<file path="config.mk">
export PLATFORM = sky130hd
export DESIGN_NAME = maxpool_2x2
export DESIGN_NICKNAME = d
export VERILOG_FILES = /design/src/rtl/maxpool_2x2.sv
export SDC_FILE = /design/constraint.sdc
export NUM_CORES = 1
export LEC_CHECK = 0
export ABC_AREA = 0
export BUFFER_PORTS_ARGS = -buffer_cell sky130_fd_sc_hd__buf_2
export CAP_MARGIN = 30
export CORE_MARGIN = 4
export CORE_UTILIZATION = 59
export DETAILED_ROUTE_END_ITERATION = 10
export GPL_ROUTABILITY_DRIVEN = 0
export HOLD_SLACK_MARGIN = 0.02
export MAX_ROUTING_LAYER = met4
export PLACE_DENSITY_LB_ADDON = 0.1
export SLEW_MARGIN = 20
export SYNTH_ARGS = -nofsm -noshare
export SYNTH_HDL_FRONTEND = slang
export SYNTH_SLANG_ARGS = --single-unit
</file>
<file path="constraint.sdc">
create_clock -name clk -period 5 [get_ports clk]
set_input_delay 0.5 -clock clk [delete_from_list [all_inputs] [get_ports clk]]
set_output_delay 0.5 -clock clk [all_outputs]
set_load 0.03 [all_outputs]
</file>
<file path="src/rtl/maxpool_2x2.sv">
// -----------------------------------------------------------------------------
// maxpool_2x2
//   Streaming 2x2 max-pooling (stride 2) over a raster-order frame of signed
//   fixed-point samples. Each even row folds column pairs into a half-width
//   line buffer. Each odd row combines its column pairs with the stored
//   partial maxima and emits one pooled sample per window through a
//   single-entry, back-pressurable output register.
//
//   Optional feature: define MAXPOOL_RELU_EN to clamp negative pooled results
//   to zero (fused ReLU). With the macro undefined, results pass unmodified.
//
//   Parameters
//     N      sample width (signed two's complement)
//     IMG_W  input row width in samples (even, >= 2)
//     IMG_H  input rows per frame (even, >= 2)
//
//   Ports
//     clk         rising-edge clock
//     reset       asynchronous active-low reset
//     din         input sample, raster order
//     in_valid    din valid
//     in_ready    block can accept din this cycle
//     dout        pooled sample
//     out_valid   dout holds a pooled sample
//     out_ready   consumer accepts dout
//     frame_done  pulses during the transfer of the last pooled sample of a frame
// -----------------------------------------------------------------------------
module maxpool_2x2 #(
   parameter int N     = 16,
   parameter int IMG_W = 28,
   parameter int IMG_H = 28
) (
   input  logic         clk,
   input  logic         reset,
   input  logic [N-1:0] din,
   input  logic         in_valid,
   output logic         in_ready,
   output logic [N-1:0] dout,
   output logic         out_valid,
   input  logic         out_ready,
   output logic         frame_done
);

   localparam int CW = (IMG_W > 2) ? $clog2(IMG_W) : 1;
   localparam int RW = (IMG_H > 2) ? $clog2(IMG_H) : 1;
   localparam int LW = ((IMG_W / 2) > 1) ? $clog2(IMG_W / 2) : 1;

   // Signed maximum; ties return the (identical) value.
   function automatic logic [N-1:0] smax(input logic [N-1:0] a, input logic [N-1:0] b);
      return ($signed(a) > $signed(b)) ? a : b;
   endfunction

   logic [CW-1:0] r_col;
   logic [RW-1:0] r_row;
   logic [N-1:0]  r_pair;
   logic [N-1:0]  r_line [0:IMG_W/2-1];
   logic [N-1:0]  r_dout;
   logic          r_out_valid;
   logic          r_out_last;

   logic          w_accept;
   logic          w_col_odd;
   logic          w_row_odd;
   logic          w_col_last;
   logic          w_row_last;
   logic [LW-1:0] w_lb_idx;
   logic [N-1:0]  w_pair_max;
   logic [N-1:0]  w_pool_max;
   logic [N-1:0]  w_pool_final;
   logic          w_new_result;
   logic          w_frame_last;

   assign in_ready   = !r_out_valid || out_ready;
   assign w_accept   = in_valid && in_ready;
   assign w_col_odd  = r_col[0];
   assign w_row_odd  = r_row[0];
   assign w_col_last = (r_col == CW'(IMG_W - 1));
   assign w_row_last = (r_row == RW'(IMG_H - 1));
   assign w_lb_idx   = LW'(r_col >> 1);

   assign w_pair_max = smax(r_pair, din);
   assign w_pool_max = smax(r_line[w_lb_idx], w_pair_max);

`ifdef MAXPOOL_RELU_EN
   assign w_pool_final = w_pool_max[N-1] ? {N{1'b0}} : w_pool_max;
`else
   assign w_pool_final = w_pool_max;
`endif

   // A pooled result is produced only by an accepted odd-row, odd-column sample.
   assign w_new_result = w_accept && w_col_odd && w_row_odd;
   assign w_frame_last = w_new_result && w_col_last && w_row_last;

   assign dout       = r_dout;
   assign out_valid  = r_out_valid;
   // The last-window tag travels with the output register, so the pulse lines
   // up with the actual handshake rather than with the producing input.
   assign frame_done = r_out_valid && out_ready && r_out_last;

   // Raster position counters and even-column pair register.
   always_ff @(posedge clk or negedge reset) begin
      if (!reset) begin
         r_col  <= {CW{1'b0}};
         r_row  <= {RW{1'b0}};
         r_pair <= {N{1'b0}};
      end else if (w_accept) begin
         if (w_col_last) begin
            r_col <= {CW{1'b0}};
            if (w_row_last) begin
               r_row <= {RW{1'b0}};
            end else begin
               r_row <= r_row + RW'(1);
            end
         end else begin
            r_col <= r_col + CW'(1);
         end
         if (!w_col_odd) begin
            r_pair <= din;
         end
      end
   end

   // Line buffer of per-pair maxima from the even row; no reset needed since
   // every entry is rewritten on an even row before the odd row reads it.
   always_ff @(posedge clk) begin
      if (w_accept && w_col_odd && !w_row_odd) begin
         r_line[w_lb_idx] <= w_pair_max;
      end
   end

   // Single-entry output register with valid/ready handshake.
   always_ff @(posedge clk or negedge reset) begin
      if (!reset) begin
         r_dout      <= {N{1'b0}};
         r_out_valid <= 1'b0;
         r_out_last  <= 1'b0;
      end else if (w_new_result) begin
         // Can only happen when the register is empty or draining this cycle.
         r_dout      <= w_pool_final;
         r_out_valid <= 1'b1;
         r_out_last  <= w_frame_last;
      end else if (r_out_valid && out_ready) begin
         r_out_valid <= 1'b0;
         r_out_last  <= 1'b0;
      end
   end

endmodule

</file>
# Yosys cells after proc, flatten, opt, wreduce, memory -nomap -nowiden
# Memory sizes are Yosys's and may differ from the RTL's.
# Index checks and enable logic that the tools add are counted.
dict set report word_totals {
  ff_bits 44
  ramBits 224
  inputBits 20
  mem_count 1
}
# name words word_bits read_ports rd_clocked_by_memory_dff wr line
set mem_list {}
lappend mem_list {r_line 14 16 1 0 1 56} ;# logic [N-1:0] r_line [0:IMG_W/2-1];
dict set report op_classes {
  addsub 2
  order_cmp 2
  eq_ne 2
  n_mux 9
  bitwise_logic 1
  reduce_logical 14
}
# operator n
set ops {}
lappend ops {{16-bit greater-than comparator} 2}
lappend ops {{16-bit 2-to-1 mux} 2}
lappend ops {{5-bit by 1-bit adder with 5-bit output (second input constant)} 2}
lappend ops {{5-bit == test (second input constant)} 2}
lappend ops {{5-bit 2-to-1 mux} 2}
lappend ops {{1-bit logical AND} 8}
lappend ops {{1-bit 2-to-1 mux} 5}
lappend ops {{2-bit AND reduction} 2}
lappend ops {{1-bit logical NOT} 2}
lappend ops {{2-bit nonzero test} 1}
lappend ops {{1-bit logical OR} 1}
lappend ops {{1-bit inverter} 1}

# Logic depth before layout (Yosys ltp)
# Gate-level depths: netlist (run 1).
dict set report logic_depth {
  depth_word 8
  ltp_mapped 19
  depth_no_buf 16
}

# Worst setup path before layout (run 1)
# No wires, ideal clock.
dict set report synth_path {
  path_kind {input to register}
  start {input port din[15]}
  end {register r_dout[6], in the netlist dout[6]}
  setup_time_ns 0.073
  arrival_ns 4.022
  slack_ns 0.905
  cell_stages 18
  n_path_buf 2
  path_cell_list {inv_1 -> ha_1 -> nand4_2 -> or4_4 -> o21ai_2 -> a31oi_4 -> buf_6 -> mux2_4 -> inv_1 -> ha_1 -> a21oi_1 -> nor2_1 -> nor4_1 -> o21ai_0 -> a21oi_1 -> clkbuf_1 -> a21oi_1 -> a21oi_2}
}
dict set report synth_via {
  elab_chain_cells 4
}
# item line
set synth_rtl {}
lappend synth_rtl {{start, declared} 35} ;# input logic [N-1:0] din,
lappend synth_rtl {{16-bit greater-than comparator} 50} ;# return ($signed(a) > $signed(b)) ? a : b;
lappend synth_rtl {{16-bit 2-to-1 mux} 50}
lappend synth_rtl {{net w_pair_max[13]} 67} ;# logic [N-1:0] w_pair_max;
lappend synth_rtl {{16-bit greater-than comparator} 50}
lappend synth_rtl {{16-bit 2-to-1 mux} 50}
lappend synth_rtl {{end signal, assigned} 134} ;# r_dout <= {N{1'b0}};
lappend synth_rtl {{end signal, assigned} 139} ;# r_dout <= w_pool_final;
lappend synth_rtl {{end, declared} 57} ;# logic [N-1:0] r_dout;
# The timed path passes the listed nets, and every way through them passes these cells.
# A chain may end at the register's enable or synchronous reset.

# Worst setup path after layout (run 1)
dict set report layout_path {
  start {register r_pair[15]}
  end {register r_dout[9], in the netlist dout[9]}
}
dict set report layout_via {
  elab_chain_cells 4
}
# item line
set layout_rtl {}
lappend layout_rtl {{start, declared} 55} ;# logic [N-1:0] r_pair;
lappend layout_rtl {{start signal, assigned} 105} ;# r_pair <= {N{1'b0}};
lappend layout_rtl {{start signal, assigned} 118} ;# r_pair <= din;
lappend layout_rtl {{16-bit greater-than comparator} 50}
lappend layout_rtl {{16-bit 2-to-1 mux} 50}
lappend layout_rtl {{net w_pair_max[13]} 67}
lappend layout_rtl {{16-bit greater-than comparator} 50}
lappend layout_rtl {{16-bit 2-to-1 mux} 50}
# The timed path passes the listed nets, and every way through them passes these cells.

==> reports/qor.txt, run 1 <==
CP max-delay cell -> or4_4
First-pass GRT wire length -> 39100 um
CTS H-Tree Depth -> 1
Fin area -> 13200 sq um
Post-synth EDFFs -> 224
Layout area overhead -> 13.9%
Routed Antenna Nets -> 0
Wire per inst -> 23.7 um
Worst Path Max Fanout -> 16
Avg Vias per Cell -> 6.06
Slew Limit Fails -> 0
Max-capacitance violation count -> 0
Max Clock Skew -> 0.0125 ns
Ant. Diodes -> 0
Crit Path Category -> reg2reg
RR Endpoint -> dout[9]
Synth Register Bits -> 268
I/O Buffers -> 38
Data required, critical path -> 5.44 ns
NumNets Final -> 823
Worst min path class -> in2async
Buffers and inverters on the worst path -> 4
Slew @ Worst Pin -> 0.929 ns
Final wirelength -> 25000 um
Mapped Cells -> 700
Clock latency on the worst-skew pair -> 0.52 ns
CTS tree -> yes
Ys Warns -> 0
Largest net degree at the start of global routing -> 45
Fillers -> 1319
Fraction of registers with async set or reset after synthesis -> 16.4%
Final setup viols -> 0
Minimum clock period -> 4.42 ns
Die height -> 148 um
Status -> finished, final reports clean
Vias in the first global route -> 6677
Crit-path cells -> ha_1 -> nand4_2 -> or4_4 -> o21ai_2 -> a31oi_4 -> buf_12 -> buf_4 -> mux2_4 -> inv_1 -> ha_1 -> a21oi_1 -> nor2_1 -> nor4_1 -> and3b_1 -> a21o_1 -> buf_4 -> nand2_2 -> a21oi_2
Critical path launch point -> r_pair[15]
Final Cycle Share -> 88.3%
R2R cell count -> 18
DP HPWL -> 16100 um
Crit end category -> register
Register area -> 7830 sq um
Iteration-0 DRC count of the detailed router -> 491
Commonest non-fill, non-tap cell in the layout -> edfxtp_1
Peak supply drop -> 0.399 mV
Post-CTS sizing -> 0
Mean Syn Cell Area -> 16.6 sq um
Crit path DAT -> 4.86 ns
F_max -> 226 MHz
Drt pass-1 iters -> 5
Starting Density -> 59.8%
Synth cell types -> 46
Synth Cell Area -> 11600 sq um
Clock Path Buffers -> 3
Area of the multi-input gates -> 3510 sq um
Max stage delay on crit path -> 0.59 ns
GRT Util Overall -> 24.4%
Critical R2R Launch -> r_pair[15]
Die X -> 148 um
RSZ-0062 raised after global routing -> no
Total CTS buffers -> 26
Placement Cell Area -> 12200 sq um
Sequential area share after synthesis -> 67.5%
Slew margin rel. -> 38.1%
Total die area -> 22000 sq um
Worst reg2reg setup slack -> 0.58 ns
Total negative slack -> 0 ns
Startpoint types -> register
Layout cells sized above 1 -> 30.7%
GR Overflow Total -> 0
Pwr/cell area -> 646 nW/um^2
Crit path depth -> 18
Syn nets -> 754
Clock sink total -> 268
Top delay family on crit path -> simple AND/OR/NAND/NOR gates
Most frequent cells in the layout -> edfxtp_1 (224), mux4_2 (63), nand2_1 (54)
Primary FF master, synth -> edfxtp_1
Clock transition at path regs -> 0.06 ns
Cell row count -> 51
Final hold violation count -> 0
DRC -> 0
LEAKAGE -> 4.78 nW
Core region area -> 19400 sq um
Root Buffer -> clkbuf_16
Critical Path End -> dout[9]
Initial antenna violation count -> 0
Vias -> 6386
# IOs -> 39
==> state kept, by name (all words and copies together) (netlist names) <==
register / flops
dout: 16
out_valid: 1
r_col: 5
r_line: 224
r_out_last: 1
r_pair: 16
r_row: 5
==> power breakdown <==
part	leakage (nW)	internal (mW)	switching, mW
Sequential	2.56	3.00	0.315
Clock	0.444	1.25	0.802
Combinational	1.77	1.34	1.83
Total	4.78	5.59	2.94
==> synth_stat cells, types with 3 or more instances <==
cell      instances  area (sq um)
a21oi_1          36           180
mux4_2           63          1420
dfrtp_1          44          1100
nand2_1          54           203
edfxtp_1        224          6730
mux2_4           10           150
clkbuf_1         18          67.6
o21ai_0          26           130
inv_1            35           131
o31ai_1           3          22.5
buf_2            11          55.1
ha_1             34           425
mux2_2           21           236
nand2b_1          6          37.5
a21oi_2          10          87.6
nand4_1           6          37.5
nand2_2          10          62.6
nor2_1           36           135
nor3_1            8          40.0
mux2i_1           3          30.0
nand3_1          11          55.1
==> stage by stage <==
| stage | total power, mW | setup WS, ns | hold WS, ns | util [%] | cells |
|---|---|---|---|---|---|
| floorplan | 5.50 | 0.905 | 0.204 | - | 700 |
| global placement | 6.31 | 0.330 | 0.484 | 62.9 | 994 |
| detailed placement | 6.43 | 0.186 | 0.498 | 62.9 | 996 |
| CTS | 8.50 | 0.407 | 0.0906 | 67.6 | 1044 |
| global route | 9.01 | 0.237 | 0.127 | 68.1 | 1054 |
| finish | 8.53 | 0.585 | 0.0790 | 68.1 | 1054 |
==> area by class of cell <==
type,instances,area share [%]
Clock buffer,31,5.23
Clock inverter,17,1.65
Tap cell,265,2.51
Multi-Input combinational cell,365,26.6
Inverter,35,0.995
Sequential cell,268,59.3
Timing Repair Buffer,73,3.74
==> logic make-up (layout without fill, tap and decap cells) <==
group / count (synthesis) / count (layout) / synth area share [%]
adders and majority gates: 34 / 34 / 3.67
AOI/OAI and AO/OA: 88 / 88 / 4.67
and+or+nand+nor: 146 / 146 / 5.92
DFF: 268 / 268 / 67.5
buffers and inverters: 67 / 156 / 2.39
muxes: 97 / 97 / 15.8
==> per-layer routing <==
| metal | vias to the layer above | GRT usage [%] | share of wire, % |
|---|---|---|---|
| met5 | - | - | 0 |
| met4 | 0 | 6.00 | 2.3 |
| met3 | 46 | 3.93 | 6.5 |
| met2 | 227 | 39.2 | 51 |
| met1 | 3276 | 33.6 | 41 |
| li1 | 2837 | - | - |
==> worst register-to-register path: stages, from the launching register on <==
cell     delay, ns
dfrtp_1       0.40
ha_1          0.43
nand4_2       0.18
or4_4         0.59
o21ai_2       0.10
a31oi_4       0.05
buf_12        0.17
buf_4         0.14
mux2_4        0.39
inv_1         0.09
ha_1          0.24
a21oi_1       0.13
nor2_1        0.05
nor4_1        0.30
and3b_1       0.23
a21o_1        0.41
buf_4         0.26
nand2_2       0.07
a21oi_2       0.12
==> what timing repair did <==
item,in CTS,in global routing
setup buffers,0,9
endpoints found under the setup margin,0,2
hold buffers,0,0
==> how the worst min path moves through the flow <==
stage               depth (start not counted)        from  slack (ns)         end
finish                                      2       reset        0.08     dout[1]
global route                                2       reset        0.13     dout[4]
CTS                                         2       reset        0.09    r_col[3]
detailed placement                          2  r_out_last        0.50  r_out_last
global placement                            2    r_row[4]        0.48    r_row[4]
floorplan                                   0       reset        0.20     dout[0]
(Power assumes the default switching activity.)
==> run 2: changes to the inputs <==
CELL_PAD_IN_SITES_DETAIL_PLACEMENT = 1   (was not set)
CELL_PAD_IN_SITES_GLOBAL_PLACEMENT = 2   (was not set)
CORE_UTILIZATION = 47   (was 59)
==> run 2 against run 1 <==
Net effect:
- critical path depth shrank 1
- final cell count rose by 6.2%
- highest routed layer unchanged
- critical endpoint is now dout[7]
- non-clock buffer count is 2 higher
==> reports/qor.txt, run 2 (synthesis gave the netlist of run 1 again) <==
Crit path DAT -> 4.86 ns (about the same)
DRT met1 WL -> 12600 um (+24%)
Combinational share of power -> 37.4% (+0.3 points)
Critical path launch point -> r_pair[15]
Commonest non-fill, non-tap cell in the layout -> edfxtp_1
Clock sink total -> 268 (unchanged)
Buffers and inverters on the worst path -> 3 (-1)
F_max -> 227 MHz (+0.42%)
Met2 wire length -> 14200 um (+12%)
Area of the multi-input gates -> 3510 sq um (unchanged)
Clock Power Share -> 24.5% (+0.5 points)
Final Cycle Share -> 87.9% (-0.37 points)
First-pass GRT wire length -> 43800 um (+12%)
Final setup viols -> 0 (unchanged)
Total CTS buffers -> 28 (+7.7%)
Crit end category -> register
Crit Path Category -> reg2reg
Ant. Diodes -> 0 (unchanged)
Max-capacitance violation count -> 0 (unchanged)
Crit-path cells -> ha_1 -> nand4_2 -> or4_4 -> o21ai_2 -> a31oi_4 -> buf_4 -> mux2_4 -> inv_1 -> ha_1 -> nand4_1 -> nor2_1 -> nor4_1 -> and3b_1 -> a21o_1 -> buf_4 -> nand2_2 -> a21oi_2
Hold Buf Count CTS -> 0 (unchanged)
Slew Limit Fails -> 0 (unchanged)
Clock transition at path regs -> 0.07 ns (about the same)
NumNets Final -> 827 (+0.49%)
Die X -> 165 um (+11%)
GRT Util Overall -> 22.6% (-1.8 points)
Psw -> 3.05 mW (+3.7%)
CTS H-Tree Depth -> 1 (unchanged)
DRC -> 0 (unchanged)
Slew margin rel. -> 41.1% (+3.0 points)
Routed Antenna Nets -> 0 (unchanged)
Vias -> 6510 (+1.9%)
# IOs -> 39 (unchanged)
Core region area -> 24300 sq um (+25%)
Register area -> 7830 sq um (about the same)
I/O Buffers -> 38 (unchanged)
Setup bufs post-CTS -> 0 (unchanged)
Reg power frac -> 38.1% (-0.7 points)
Max reg flops -> 224 (unchanged)
CP max-delay cell -> or4_4
LEAKAGE -> 4.80 nW (+0.49%)
Initial antenna violation count -> 0 (unchanged)
Avg Vias per Cell -> 5.82 (-4.0%)
Final hold violation count -> 0 (unchanged)
GR Overflow Total -> 0 (unchanged)
Vias in the first global route -> 6967 (+4.3%)
Data required, critical path -> 5.46 ns (+0.02 ns)
Drt pass-1 iters -> 5 (unchanged)
Placement Cell Area -> 12400 sq um (+1.4%)
Starting Density -> 47.7% (-12 points)
Pwr/cell area -> 645 nW/um^2 (about the same)
Max Clock Skew -> 0.0176 ns (+0.00510 ns)
Peak supply drop -> 0.350 mV (-12%)
Fin area -> 13300 sq um (+0.81%)
Fillers -> 2273 (+72%)
WL met3 -> 1310 um (-20%)
Biggest register -> r_line
Max stage delay on crit path -> 0.59 ns (about the same)
Critical R2R Launch -> r_pair[15]
Post-CTS sizing -> 0 (unchanged)
Slew @ Worst Pin -> 0.883 ns (-0.0454 ns)
Most frequent cells in the layout -> edfxtp_1 (224), mux4_2 (63), nand2_1 (54)
Top Layer Used -> met4
RSZ-0062 raised after global routing -> no
Worst min path class -> in2async
Startpoint types -> register
Total Power -> 8.59 mW (+0.73%)
Wire per inst -> 25.6 um (+8.1%)
Worst Path Max Fanout -> 16 (unchanged)
Internal power -> 5.54 mW (-0.82%)
Layout cells sized above 1 -> 30.6% (-0.11 points)
Net Sw Frac -> 35.5% (+1.0 points)
Total negative slack -> 0 ns (unchanged)
Total die area -> 27200 sq um (+24%)
Top delay family on crit path -> simple AND/OR/NAND/NOR gates
Final wirelength -> 28700 um (+15%)
DP HPWL -> 19200 um (+19%)
Layout area overhead -> 14.9%
Clock Path Buffers -> 3 (unchanged)
Status -> finished, final reports clean
Clock latency on the worst-skew pair -> 0.55 ns (+0.03 ns)
Iteration-0 DRC count of the detailed router -> 463 (-5.7%)
Root Buffer -> clkbuf_16
Cell row count -> 57 (+12%)
Die height -> 165 um (+11%)
CTS tree -> yes
Fin util -> 54.8% (-13 points)
Minimum clock period -> 4.40 ns (-0.0185 ns)
Largest net degree at the start of global routing -> 45 (unchanged)
run 2: metal layers:
metal  vias to the layer above  track usage, %
li1                       2854               -
met1                      3439            31.0
met2                       172            37.0
met3                        45            2.85
met4                         0            4.57
met5                         -               -
run 2: power by group through the flow:
stage	Sequential [mW]	Clock, mW	Combinational [mW]
CTS	3.28	2.15	3.23
global route	3.31	2.25	3.51
floorplan	3.27	0	2.23
detailed placement	3.33	0	3.21
finish	3.27	2.11	3.21
global placement	3.31	0	3.13
run 2: worst reg2reg max path, stage by stage (launching register included):
cell,delay [ns]
dfrtp_1,0.40
ha_1,0.43
nand4_2,0.18
or4_4,0.59
o21ai_2,0.11
a31oi_4,0.07
buf_4,0.24
mux2_4,0.42
inv_1,0.10
ha_1,0.26
nand4_1,0.15
nor2_1,0.06
nor4_1,0.27
and3b_1,0.24
a21o_1,0.35
buf_4,0.27
nand2_2,0.07
a21oi_2,0.12
run 2: metrics by stage:
step	hold WS, ns	instances	setup slack (ns)
6_report	0.0884	1119	0.603
4_1_cts	0.0918	1119	0.599
5_1_grt	0.135	1119	0.300
3_3_place_gp	0.486	1064	0.478
3_5_place_dp	0.495	1067	0.373
2_1_floorplan	0.204	700	0.905
run 2: path summary, 6_finish.rpt:
path	cells after the start	slack, ns	end
setup reg to reg	17	0.60	dout[7]
min in group clk	3	0.25	r_pair[3]
hold reg to reg	2	0.50	r_row[4]
setup / recovery	17	0.60	dout[7]
hold / removal	2	0.09	dout[8]
max in group asynchronous	2	4.40	r_col[1]
run 2: layout make-up:
cell class / count / area share (%)
clock buffers: 38 / 5.93
clock inverters: 14 / 1.09
inverters: 35 / 0.987
multi-input cells: 365 / 26.4
flip-flops and latches: 268 / 58.8
well taps: 324 / 3.04
repair buffers: 75 / 3.76
==> run 3: changes to the inputs <==
clock period = 4.86 ns   (was 5 ns; I/O delays follow)
==> run 3 against run 2 <==
Net effect:
- via count shrank 1.3%
- register-to-register slack worse by 0.19 ns
- first-iteration DRC count is 5.2% higher
- fmax is 1.0% lower
- sequential share of layout area up 0.16 points
- sequential power increased by 3%
- die area unchanged
- count of clock-buffer cells in the layout is 4 lower
- clock power is essentially flat
- highest routed layer unchanged
==> reports/qor.txt, run 3 (synthesis gave the netlist of run 1 again) <==
# IOs -> 39 (unchanged)
Fin util -> 54.6% (-0.16 points)
Clock sink total -> 268 (unchanged)
Fillers -> 2234 (-1.7%)
Status -> finished, final reports clean
DP HPWL -> 18800 um (-2.2%)
Startpoint types -> register
Slew Limit Fails -> 0 (unchanged)
Total CTS buffers -> 29 (+3.6%)
Final hold violation count -> 0 (unchanged)
Commonest non-fill, non-tap cell in the layout -> edfxtp_1
Clock latency on the worst-skew pair -> 0.54 ns (about the same)
Data required, critical path -> 5.32 ns (-0.14 ns)
Die X -> 165 um (unchanged)
Worst Path Max Fanout -> 16 (unchanged)
Minimum clock period -> 4.44 ns (+0.0459 ns)
I/O Buffers -> 38 (unchanged)
LEAKAGE -> 4.78 nW (-0.55%)
Final Cycle Share -> 91.4% (+3.5 points)
Vias -> 6423 (-1.3%)
Total negative slack -> 0 ns (unchanged)
DRC -> 0 (unchanged)
Final wirelength -> 28500 um (-0.65%)
NumNets Final -> 828 (+0.12%)
Iteration-0 DRC count of the detailed router -> 487 (+5.2%)
F_max -> 225 MHz (-1.0%)
Vias in the first global route -> 7021 (+0.78%)
Root Buffer -> clkbuf_16
Most frequent cells in the layout -> edfxtp_1 (224), mux4_2 (63), nand2_1 (54)
GRT Util Overall -> 22.6% (about the same)
Max-capacitance violation count -> 0 (unchanged)
CTS H-Tree Depth -> 1 (unchanged)
Routed Antenna Nets -> 0 (unchanged)
Worst min path class -> in2async
Clock Power Share -> 23.8% (-0.7 points)
Pwr/cell area -> 666 nW/um^2 (+3.2%)
Slew margin rel. -> 33.6% (-7.6 points)
Crit path DAT -> 4.90 ns (+0.04 ns)
Wire per inst -> 25.5 um (-0.65%)
Layout cells sized above 1 -> 30.3% (-0.25 points)
Clock Path Buffers -> 3 (unchanged)
Final Hold Slack -> 0.0818 ns (-0.00658 ns)
Largest net degree at the start of global routing -> 45 (unchanged)
Net Sw Frac -> 35.8% (+0.33 points)
Reg power frac -> 38.1% (about the same)
Worst reg2reg setup slack -> 0.42 ns (-0.19 ns)
Total die area -> 27200 sq um (unchanged)
Core region area -> 24300 sq um (unchanged)
Layout area overhead -> 14.5%
Crit Path Category -> reg2reg
Dpl cells -> 1066 (-0.094%)
Crit end category -> register
Combinational share of power -> 38.1% (+0.7 points)
Peak supply drop -> 0.446 mV (+28%)
RSZ-0062 raised after global routing -> no
Initial antenna violation count -> 0 (unchanged)
Max stage delay on crit path -> 0.48 ns (-0.11 ns)
First-pass GRT wire length -> 43800 um (about the same)
Max Clock Skew -> 0.0151 ns (-0.00256 ns)
Max reg flops -> 224 (unchanged)
Slew @ Worst Pin -> 0.994 ns (+0.110 ns)
CP max-delay cell -> a2111o_1
Starting Density -> 47.7% (unchanged)
Buffers and inverters on the worst path -> 3 (unchanged)
Top delay family on crit path -> compound AO/OA/AOI/OAI gates
Drt pass-1 iters -> 5 (unchanged)
Hold Buf Count CTS -> 0 (unchanged)
Die height -> 165 um (unchanged)
Avg Vias per Cell -> 5.74 (-1.3%)
CTS tree -> yes
Psw -> 3.17 mW (+3.8%)
Biggest register -> r_line
Crit-path cells -> ha_1 -> nand4_2 -> a2111o_1 -> a31oi_4 -> buf_4 -> mux2_4 -> inv_1 -> ha_1 -> a21oi_1 -> nor2_1 -> nor4_1 -> and3b_1 -> a21o_2 -> buf_4 -> nand2_2 -> a21oi_2
Clock transition at path regs -> 0.06 ns (about the same)
GR Overflow Total -> 0 (unchanged)
Cell row count -> 57 (unchanged)
Internal power -> 5.67 mW (+2.3%)
Final setup viols -> 0 (unchanged)
Ant. Diodes -> 0 (unchanged)
Post-route insts no fill -> 1119 (unchanged)
[run 3: layout make-up]
cell class,count,area [sq um],area share (%)
clock buffers,34,744,5.61
clock inverters,18,159,1.20
inverters,35,131,0.990
multi-input cells,365,3520,26.5
flip-flops and latches,268,7830,59.0
well taps,324,405,3.05
repair buffers,75,488,3.68
[run 3: power groups by stage]
stage	Sequential, mW	Clock, mW	Combinational, mW
after floorplan	3.36	0	2.29
after global placement	3.42	0	3.21
after detailed placement	3.44	0	3.34
after CTS	3.40	2.14	3.37
after global routing	3.41	2.25	3.71
final	3.37	2.10	3.37
[run 3: repair_timing]
item	CTS	global route
buffers inserted	0	0
gates resized for setup	0	1
setup endpoints to repair	0	1
[run 3: stage by stage]
step                      area [sq um]  setup WS [ns]  power (mW)
after floorplan                  11600          0.779        5.66
after global placement           12400          0.316        6.63
after detailed placement         12400         0.0567        6.79
after CTS                        13300          0.258        8.91
after global routing             13300          0.162        9.38
final                            13300          0.417        8.84
[run 3: final timing paths]
check,startpoint,to,cells after the start
max,r_pair[15],dout[8],16
min,reset,dout[6],2
max reg2reg,r_pair[15],dout[8],16
min reg2reg,r_pair[7],r_pair[7],2
max in group asynchronous,reset,r_col[1],2
min in group clk,din[4],r_pair[4],3
[run 3: per-layer routing]
layer  global-route usage (%)  routed length [um]  up-vias
met4                     4.12                 370        0
met1                     30.7               12800     3412
met3                     2.93                1120       29
met2                     37.5               14200      131
li1                         -                   -     2851
met5                        -                   0        -
[run 3: worst register-to-register path: stages, from the launching register on]
cell and delay, ns:
dfrtp_1 0.40, ha_1 0.43, nand4_2 0.19, a2111o_1 0.48, a31oi_4 0.30, buf_4 0.29, mux2_4 0.42, inv_1 0.10
ha_1 0.24, a21oi_1 0.16, nor2_1 0.07, nor4_1 0.31, and3b_1 0.24, a21o_2 0.29, buf_4 0.25, nand2_2 0.07
a21oi_2 0.12
